<file path="src/rtl/uart_transceiver.sv">
// UART transceiver: 1 start bit, PAYLOAD_BITS data bits LSB first, 1 stop bit, no parity.
// The RX input is synchronized and sampled at each bit's midpoint; TX holds each bit for CPB cycles.
module uart_transceiver #(
    parameter int CLK_HZ       = 27000000,
    parameter int BIT_RATE     = 9600,
    parameter int PAYLOAD_BITS = 8
) (
    input  logic                    clk,
    input  logic                    reset,
    input  logic                    uart_rxd,
    input  logic                    uart_rx_en,
    output logic                    uart_rx_break,
    output logic                    uart_rx_valid,
    output logic [PAYLOAD_BITS-1:0] uart_rx_data,
    output logic                    uart_txd,
    input  logic                    uart_tx_en,
    output logic                    uart_tx_busy,
    input  logic [PAYLOAD_BITS-1:0] uart_tx_data
);

    localparam int CPB = CLK_HZ / BIT_RATE;
    localparam int CW  = $clog2(CPB + 1);
    localparam int BW  = $clog2(PAYLOAD_BITS + 1);
    localparam logic [CW-1:0] CNT_LAST  = CW'(CPB - 1);
    localparam logic [CW-1:0] HALF_LAST = CW'(CPB / 2 - 1);
    localparam logic [BW-1:0] BIT_LAST  = BW'(PAYLOAD_BITS - 1);

    typedef enum logic [1:0] {IDLE, START, DATA, STOP} state_t;

    state_t                  rx_state, rx_state_nxt;
    state_t                  tx_state, tx_state_nxt;
    logic                    rxd_meta, rxd_sync, rxd_prev;
    logic [CW-1:0]           rx_cnt, tx_cnt;
    logic [BW-1:0]           rx_bit, tx_bit;
    logic [PAYLOAD_BITS-1:0] rx_shift, tx_shift;
    logic                    rx_done;

    // Sync flops reset high so that leaving reset never looks like a start edge.
    always_ff @(posedge clk or posedge reset) begin
        if (reset) begin
            rxd_meta <= 1'b1;
            rxd_sync <= 1'b1;
            rxd_prev <= 1'b1;
        end else begin
            rxd_meta <= uart_rxd;
            rxd_sync <= rxd_meta;
            rxd_prev <= rxd_sync;
        end
    end

    always_ff @(posedge clk or posedge reset) begin
        if (reset) begin
            rx_state <= IDLE;
            tx_state <= IDLE;
        end else begin
            rx_state <= rx_state_nxt;
            tx_state <= tx_state_nxt;
        end
    end

    // Re-arm after STOP relies on the edge detector: a line held low never produces a new edge.
    always_comb begin
        rx_state_nxt = rx_state;
        rx_done      = 1'b0;
        case (rx_state)
            IDLE:  if (rxd_prev && !rxd_sync) rx_state_nxt = START;
            START: if (rx_cnt == HALF_LAST) rx_state_nxt = rxd_sync ? IDLE : DATA;
            DATA:  if (rx_cnt == CNT_LAST && rx_bit == BIT_LAST) rx_state_nxt = STOP;
            STOP:  if (rx_cnt == CNT_LAST) begin
                rx_state_nxt = IDLE;
                rx_done      = 1'b1;
            end
            default: rx_state_nxt = IDLE;
        endcase
        if (!uart_rx_en) begin
            rx_state_nxt = IDLE;
            rx_done      = 1'b0;
        end
    end

    always_ff @(posedge clk or posedge reset) begin
        if (reset) begin
            rx_cnt        <= '0;
            rx_bit        <= '0;
            rx_shift      <= '0;
            uart_rx_data  <= '0;
            uart_rx_valid <= 1'b0;
            uart_rx_break <= 1'b0;
        end else begin
            uart_rx_valid <= 1'b0;
            uart_rx_break <= 1'b0;
            if (!uart_rx_en || rx_state == IDLE) begin
                rx_cnt <= '0;
                rx_bit <= '0;
            end else if (rx_state == START) begin
                rx_cnt <= (rx_cnt == HALF_LAST) ? '0 : rx_cnt + 1'b1;
            end else if (rx_state == DATA) begin
                if (rx_cnt == CNT_LAST) begin
                    rx_cnt   <= '0;
                    rx_bit   <= rx_bit + 1'b1;
                    rx_shift <= {rxd_sync, rx_shift[PAYLOAD_BITS-1:1]};
                end else begin
                    rx_cnt <= rx_cnt + 1'b1;
                end
            end else begin
                rx_cnt <= rx_cnt + 1'b1;
            end
            if (rx_done) begin
                if (rxd_sync) begin
                    uart_rx_data  <= rx_shift;
                    uart_rx_valid <= 1'b1;
                end else if (rx_shift == '0) begin
                    uart_rx_break <= 1'b1;
                end
            end
        end
    end

    always_comb begin
        tx_state_nxt = tx_state;
        case (tx_state)
            IDLE:  if (uart_tx_en) tx_state_nxt = START;
            START: if (tx_cnt == CNT_LAST) tx_state_nxt = DATA;
            DATA:  if (tx_cnt == CNT_LAST && tx_bit == BIT_LAST) tx_state_nxt = STOP;
            STOP:  if (tx_cnt == CNT_LAST) tx_state_nxt = IDLE;
            default: tx_state_nxt = IDLE;
        endcase
    end

    always_ff @(posedge clk or posedge reset) begin
        if (reset) begin
            tx_cnt   <= '0;
            tx_bit   <= '0;
            tx_shift <= '0;
        end else begin
            case (tx_state)
                IDLE: begin
                    tx_cnt <= '0;
                    tx_bit <= '0;
                    if (uart_tx_en) tx_shift <= uart_tx_data;
                end
                DATA: begin
                    if (tx_cnt == CNT_LAST) begin
                        tx_cnt   <= '0;
                        tx_bit   <= tx_bit + 1'b1;
                        tx_shift <= tx_shift >> 1;
                    end else begin
                        tx_cnt <= tx_cnt + 1'b1;
                    end
                end
                default: tx_cnt <= (tx_cnt == CNT_LAST) ? '0 : tx_cnt + 1'b1;
            endcase
        end
    end

    // Decoded from state so an async reset pulls the line high without waiting for a clock.
    always_comb begin
        uart_txd = 1'b1;
        case (tx_state)
            START:   uart_txd = 1'b0;
            DATA:    uart_txd = tx_shift[0];
            default: uart_txd = 1'b1;
        endcase
    end

    assign uart_tx_busy = (tx_state != IDLE);

endmodule

</file>
<file path="config.mk">
export PLATFORM = sky130hd
export DESIGN_NAME = uart_transceiver
export DESIGN_NICKNAME = d
export VERILOG_FILES = /design/src/rtl/uart_transceiver.sv
export SDC_FILE = /design/constraint.sdc
export NUM_CORES = 1
export LEC_CHECK = 0
export ABC_AREA = 1
export ABC_CLOCK_PERIOD_IN_PS = 3800
export BUFFER_PORTS_ARGS = -buffer_cell sky130_fd_sc_hd__buf_2
export CAP_MARGIN = 20
export CORE_UTILIZATION = 35
export CTS_BUF_LIST = sky130_fd_sc_hd__clkbuf_8
export DETAILED_ROUTE_END_ITERATION = 8
export PLACE_DENSITY = 0.52
export RECOVER_POWER = 25
export SLEW_MARGIN = 20
export SYNTH_ARGS = -nofsm -noshare
export SYNTH_HDL_FRONTEND = slang
export SYNTH_SLANG_ARGS = --single-unit
</file>
<file path="constraint.sdc">
create_clock -name clk -period 3.8 [get_ports clk]
set_input_delay 0.38 -clock clk [delete_from_list [all_inputs] [get_ports clk]]
set_output_delay 0.38 -clock clk [all_outputs]
set_load 0.05 [all_outputs]
</file>
==> Yosys cells after proc, flatten, opt, wreduce, memory -nomap -nowiden <==
Cells that the tools add are included.
{ "word_totals": {"ff_bits": 65, "elab_cells": 98, "out_inout_bits": 12, "in_bits": 13} }
{ "classes": {"muxes": 37, "reduce_logical": 20, "eq_ne": 21, "n_bitwise": 2, "add_sub_neg": 4} }
{ "ops": {"columns": ["op", "count"], "rows": [
  ["$mux W12", 7],
  ["$add A12 B1 Y12 const B", 2],
  ["$eq A12 B12 Y1 const B", 2],
  ["$mux W2", 10],
  ["$mux W4", 5],
  ["$mux W8", 2],
  ["$pmux W2 S4", 2],
  ["$pmux W8 S2", 1],
  ["$eq A12 B11 Y1 const B", 1],
  ["$ne A2 B2 Y1 const B", 6],
  ["$reduce_and A4 Y1", 3],
  ["$ne A3 B3 Y1 const B", 3],
  ["$add A4 B1 Y4 const B", 2],
  ["$eq A2 B2 Y1 const B", 4],
  ["$eq A4 B3 Y1 const B", 2],
  ["$logic_not A8 Y1", 1],
  ["$mux W1", 8],
  ["$pmux W4 S2", 1],
  ["$reduce_bool A2 Y1", 4],
  ["$reduce_and A3 Y1", 2],
  ["$eq A2 B1 Y1 const B", 2],
  ["$logic_not A2 Y1", 2],
  ["$reduce_and A2 Y1", 2],
  ["$logic_and A1 B1 Y1", 3],
  ["5 further kinds", 7]
]} }

==> Longest topological paths before layout <==
Gate-level depths: netlist of run 1.
{ "logic_depth": {"depth_word": 5, "mapped_depth": 10, "ltp_nobuf": 10} }

==> Worst setup path after synthesis of run 1 <==
Ideal clock, no wire load.
{ "synth_timing": {"path_kind": "register -> output", "start": "register tx_state[0]", "end": "output port uart_txd", "n_path_buf": 2, "t_arrival_ns": 2.075, "stages_incl_launch_ff": 6, "setup_slack_ns": 1.345, "required_ns": 3.420, "path_cell_list": "dfrtp_1 -> inv_1 -> ha_1 -> clkbuf_1 -> buf_2 -> o21ai_0"} }
{ "synth_between": {"elab_chain_len": 2, "elab_cells_between_ends": 3, "classes_between": "eq/ne: 2; mux: 1"} }
{ "synth_lines": {"columns": ["element", "line_no", "text"], "rows": [
  ["from (decl)", "31", "state_t tx_state, tx_state_nxt;"],
  ["from (signal assigned)", "57", "tx_state <= tx_state_nxt;"],
  ["$eq A2 B2 Y1 or $eq A2 B1 Y1 (tied branches)", "159", "case (tx_state)"],
  ["$pmux W1 S2 (*)", "159", null],
  ["to (decl)", "15", "output logic uart_txd,"]
]} }
Mark *: on every way between the ends. The rest lies on a longest branch, timed or not.

==> Final worst setup path of run 1 <==
Ends and elaborated chain as after synthesis.

==> flow_summary_export.csv, run 1 <==
group,metric,value,unit
status,outcome,"finished, violations left",
status,violations,"design-rule violations, max-capacitance violations, max-slew violations",
clocking,ctsHoldBuffers,0,
finish,area_growth_syn_to_layout,13.80,%
floorplan,fp.dieH,97.76,um
clocking,cts_setup_buffers,0,
clocking,clock_sinks,65,
finish,fin_area,3652,um^2
critical_path,crit_type,"flop to primary output",
pwr,power_density,415.6,nW/um^2
yosys,synth.top_cell.area_share,48.34,%
yosys,syn_nets,388,
yosys,yosysTopAreaCell,"dfrtp_1",
drt,wl_per_cell,11.62,um
sta,timing.final.ws_setup,1.499,ns
grt,antenna_found_initial,0,
floorplan,coreArea,8806,um^2
clocking,tritoncts,"built",
grt,first_global_vias,2389,
clocking,htreeDepth,3,
worst_hold_path,hold-path-cell-count,1,
placed_design,placed_area,3430,um^2
yosys,yosys_register_bits,65,
sta,hold_viol,0,
yosys,yosys-top-cells-area,"dfrtp_1 48%, nand2_1 11%, nor2_1 5.7%",
grt,track_usage,14.12,%
grt,gr-usage-met2,22.59,%
placed_design,dp_hpwl,4145,um
yosys,async_flop_share,100.0,%
grt,met1_usage,18.59,%
sta,finClkSkew,0.008493,ns
critical_path,r2r-end,"tx_shift[3]",
yosys,syn_inst,366,
finish,drive_gt1_share,16.71,%
flow_run,cap_violations,1,
critical_path,worst_ep_arrival_time,1.92,ns
pwr,leakagePower,1.815,nW
sta,post-route-period-util,60.56,%
sta,fmax,0.4345,GHz
critical_path,timing.critical_path.required,3.42,ns
critical_path,endpoint_kind,"primary output",
finish,fill_cells,920,
grt,grt_pass1_wl,10880,um
sta,period_minus_slack,2.301,ns
drt,drt-pass1-iter-count,6,
critical_path,r2r_cells,7,
placed_design,dp_slack,1.874,ns
sta,hold_ws,0.1441,ns
worst_hold_path,worstHoldEndpoint,"rxd_meta",
finish,final_cell_mix,"98 x nand2_1, 62 x dfrtp_1, 49 x nor2_1, 30 x inv_1",
finish,nets,418,
floorplan,io_pins,25,
pwr,total_power,1.518,mW
critical_path,rr_startpoint,"tx_state[0]",
grt,met3_usage,4.581,%
sta,tightest_slew,2.127,ns
worst_hold_path,min_path_type,"input pin to flop",
clocking,ctsResizeCount,0,
drt,vias,2414,
sta,grt_setup_unrepaired,"no",
grt,grt_max_degree,49,
sta,slew_headroom,-42.58,%
yosys,synth_edf_count,0,
clocking,clk_latency,0.34,ns
grt,busiest_layer,"met2",
drt,drt_iter0_drc,84,
placed_design,numPortBuffers,24,
floorplan,die_w,97.76,um
yosys,syn_area,3209,um^2
finish,final_common_cell,"nand2_1",
yosys,yosysWarnings,0,
sta,fin_tns_setup,0,ns
sta,setup_viol,0,
yosys,synth.distinct_cells,36,
floorplan,start_util,36.45,%
grt,globalRoute.totalOverflow,0,
yosys,ys_seq_area_share,50.80,%
floorplan,num_rows,34,
drt,wirelength,5916,um
finish,final_util,41.47,%
yosys,avgSynthCellArea,8.769,um^2
floorplan,die-area,9556,um^2
clocking,cts_buffers,9,
drt,ant_nets,0,
placed_design,place_congestion,0.7648,
yosys,yosys_most_used_dff,"dfrtp_1",
critical_path,cp-start-kind,"flop",
clocking,clk_pin_slew,0.07,ns
finish,finalNonFillerCells,509,
finish,diodes,0,
clocking,cts.path.max_buffers,2,
worst_hold_path,hold_start,"uart_rxd",
critical_path,r2r_slack,1.89,ns
clocking,cts-root-buf,"clkbuf_8",
placed_design,placedCellCount,493,
sta,drv_slew,49,
drt,drc,5,
drt,via_per_inst,4.743,
critical_path,crit_fanout,15,
pwr,vdd_drop_max,170.8,uV
[worst max-delay path, stage by stage, from the launching register on]
cell and delay (ns):
dfrtp_1 0.42, inv_1 0.10, ha_1 0.61, nand2_1 0.10
o21ai_0 0.08, buf_2 0.29
[routing by layer]
layer,up-vias,share of wire [%]
met5,-,0
met4,0,0.95
met3,7,3.8
met2,43,45
met1,1128,50
li1,1236,-
[worst max path at each step]
stage / to / from
final: uart_txd / tx_state[0]
after global routing: uart_txd / tx_state[0]
after CTS: uart_txd / tx_state[0]
after detailed placement: uart_txd / tx_state[0]
after global placement: uart_txd / tx_state[0]
after floorplan: uart_txd / tx_state[0]
[logic make-up (layout without fill, tap and decap cells)]
kind of cell	Yosys count	after routing	share of synthesized area, %
AO/OA/AOI/OAI	27	27	5.536
buffers and inverters	38	73	5.146
XOR/XNOR	14	14	3.821
multiplexers	7	7	2.183
adder cells (fa/ha/maj)	9	9	3.509
flip-flops	65	65	50.80
AND/OR/NAND/NOR	206	206	29.01
[sequential cells by signal, indices dropped and copies added, names as in the netlist, 4 cells and up]
| signal | flops |
|---|---|
| rx_cnt | 12 |
| tx_cnt | 12 |
| tx_bit | 4 |
| tx_shift | 8 |
| rx_bit | 4 |
| uart_rx_data | 8 |
| rx_shift | 8 |
[report_power, final]
group / leakage [nW] / switching [mW] / internal (mW)
sequential: 0.876 / 0.0157 / 0.708
combinational: 0.830 / 0.0974 / 0.0432
clock: 0.110 / 0.270 / 0.384
[synthesized netlist by cell type (2+ instances only)]
library cell and count:
xnor2_1 3, clkbuf_1 2, ha_1 9, nor2_4 2
nor3b_1 3, o21ai_2 8, nand4_1 4, mux2i_1 7
nor3_1 10, dfstp_2 3, dfrtp_1 62, buf_6 2
o21ai_0 8, nand2_1 98, nand3_1 24, inv_1 30
or2_2 3, o21ai_1 2, nor2_1 49, a21oi_1 6
xor2_1 11, nand4_2 2, nor4_1 3, nand2_2 3
[layout make-up]
cell class	count	area (um^2)	share of cell area, %
Clock buffer	10	137.6	3.768
Clock inverter	6	83.83	2.295
Inverter	32	123.9	3.392
Multi-Input combinational cell	263	1414	38.71
Sequential cell	65	1630	44.64
Tap cell	108	135.1	3.700
Timing Repair Buffer	25	127.6	3.494
Note: power is estimated with default switching activity, not from simulation.
==> run 2, diff against run 1 <==
ABC_CLOCK_PERIOD_IN_PS = 2300   (was 3800)
clock period = 2.3 ns   (was 3.8 ns; I/O delays follow)
==> run 2 against run 1 <==
Net effect: the run ends with design-rule violations left; largest cell class unchanged; sequential cell count did not move; sequential power up 65%; critical path depth stayed put.
==> flow_summary_export.csv, run 2 (synthesis results as in run 1) <==
group,metric,value,unit
finish,diodes,0,
grt,globalRoute.totalOverflow,0,
drt,ant_nets,0,
status,outcome,"finished, violations left",
clocking,cts-root-buf,"clkbuf_8",
placed_design,numPortBuffers,24,
floorplan,die_w,97.76,um
drt,via_per_inst,4.673,
placed_design,dp_hpwl,4129,um
sta,fmax,0.5072,GHz
finish,final_cell_mix,"98 x nand2_1, 62 x dfrtp_1, 49 x nor2_1, 30 x inv_1, 24 x nand3_1",
floorplan,die-area,9556,um^2
floorplan,coreArea,8806,um^2
grt,first_global_vias,2421,
pwr,power_density,636.0,nW/um^2
sta,slew_headroom,47.64,%
critical_path,crit_chain,"inv_1, ha_2, nand2_1, o21ai_1, buf_2",
drt,drt_iter0_drc,67,
drt,wl_per_cell,11.48,um
critical_path,cp_slowest_stage_delay,0.42,ns
critical_path,slowest_stage,"dfrtp_1",
sta,period_minus_slack,1.972,ns
sta,grt_setup_unrepaired,"no",
drt,vias,2388,
clocking,cts_setup_buffers,0,
floorplan,fp.dieH,97.76,um
clocking,clock_sinks,65,
sta,tightest_slew,0.7845,ns
sta,drv_slew,0,
pwr,vdd_drop_max,282.6,uV
finish,fill_cells,898,
flow_run,cap_violations,0,
floorplan,io_pins,25,
sta,finClkSkew,0.005078,ns
floorplan,num_rows,34,
placed_design,place_congestion,0.7542,
finish,nets,420,
drt,drc,8,
finish,multi_input_area,1416,um^2
pwr,leakagePower,1.796,nW
clocking,clk_latency,0.34,ns
clocking,htreeDepth,3,
floorplan,start_util,36.45,%
drt,wirelength,5864,um
clocking,clk_pin_slew,0.07,ns
finish,top_regs,"rx_cnt (12), tx_cnt (12)",
critical_path,cp-start-kind,"flop",
finish,finalNonFillerCells,511,
critical_path,crit_fanout,15,
clocking,cts_buffers,9,
placed_design,placedCellCount,493,
grt,antenna_found_initial,0,
grt,grt_pass1_wl,10650,um
worst_hold_path,min_path_type,"input pin to flop",
drt,drt-pass1-iter-count,6,
sta,hold_viol,0,
critical_path,timing.critical_path.required,2.07,ns
finish,area_growth_syn_to_layout,13.10,%
status,violations,"design-rule violations",
sta,setup_viol,0,
sta,fin_tns_setup,0,ns
critical_path,worst_ep_arrival_time,1.74,ns
sta,post-route-period-util,85.73,%
finish,final_common_cell,"nand2_1",
critical_path,endpoint_kind,"primary output",
critical_path,cp.buffers_inverters,2,
clocking,cts.path.max_buffers,2,
grt,grt_max_degree,46,
critical_path,cpLargestDelayFamily,"flip-flops",
critical_path,crit_type,"flop to primary output",
finish,drive_gt1_share,16.13,%
grt,track_usage,13.88,%
clocking,tritoncts,"built",
finish,regArea,1630,um^2
==> run 2: cell types whose count changed in the layout (fill, tap and decap cells not counted), moves of 2 or more <==
| cell | delta |
|---|---|
| clkbuf_1 | +3 |
| buf_2 | -3 |
| bufinv_16 | -2 |
| dlygate4sd3_1 | +2 |
| clkinv_2 | +2 |
==> run 2: stage by stage <==
stage | hold WS (ns) | power, mW | utilization (%) | setup WS (ns) | instance area, um^2
floorplan | 0.2345 | 1.398 | - | 0.3770 | 3209
global placement | 0.2751 | 1.452 | 39.09 | 0.4661 | 3442
detailed placement | 0.2877 | 1.458 | 39.09 | 0.3877 | 3442
CTS | 0.1314 | 2.366 | 41.38 | 0.07083 | 3643
global route | 0.1439 | 2.437 | 41.22 | 0.1791 | 3630
finish | 0.1459 | 2.308 | 41.22 | 0.3282 | 3630
==> run 2: layer usage <==
layer | wire [um] | up-vias | GRT usage, %
met5 | 0 | - | 0
met4 | 85 | 0 | 5.128
met3 | 184 | 8 | 4.009
met2 | 2726 | 34 | 22.75
met1 | 2869 | 1105 | 17.47
li1 | - | 1241 | -
==> run 2: layout make-up <==
cell class                      instances  share of cell area (%)
Clock buffer                           11                   4.171
Timing Repair Buffer                   27                   3.964
Sequential cell                        65                   44.92
Tap cell                              108                   3.723
Clock inverter                          5                  0.8273
Multi-Input combinational cell        263                   39.02
Inverter                               32                   3.378
==> run 2: where the power goes <==
group / total [mW] / switching [mW] / internal, mW / leakage, nW
Sequential: 1.19 / 0.0256 / 1.17 / 0.876
Combinational: 0.238 / 0.166 / 0.0727 / 0.829
Clock: 0.875 / 0.431 / 0.444 / 0.0911
Total: 2.31 / 0.623 / 1.69 / 1.80
==> run 2: what timing repair did <==
item	in CTS	in global routing
hold buffers	2	0
endpoints found under the setup margin	0	1
hold endpoints to repair	21	0
gates resized for setup	0	1
==> run 2: final timing paths <==
kind | from | end | slack [ns] | cells past startpoint
hold / removal | uart_tx_data[7] | tx_shift[7] | 0.15 | 3
setup / recovery | tx_state[0] | uart_txd | 0.33 | 5
max in group asynchronous | reset | rx_state[1] | 0.54 | 4
hold reg to reg | rxd_meta | rxd_sync | 0.36 | 0
setup reg to reg | rx_cnt[0] | rx_shift[7] | 0.52 | 8
min in group asynchronous | reset | rx_cnt[0] | 0.58 | 3
==> run 2: worst register-to-register path, stage by stage (launching register included) <==
cell	delay, ns
dfrtp_1	0.40
ha_1	0.26
inv_1	0.08
nor2_1	0.20
nand4_2	0.21
inv_2	0.23
nand2_2	0.16
nand2_1	0.08
o21ai_1	0.06
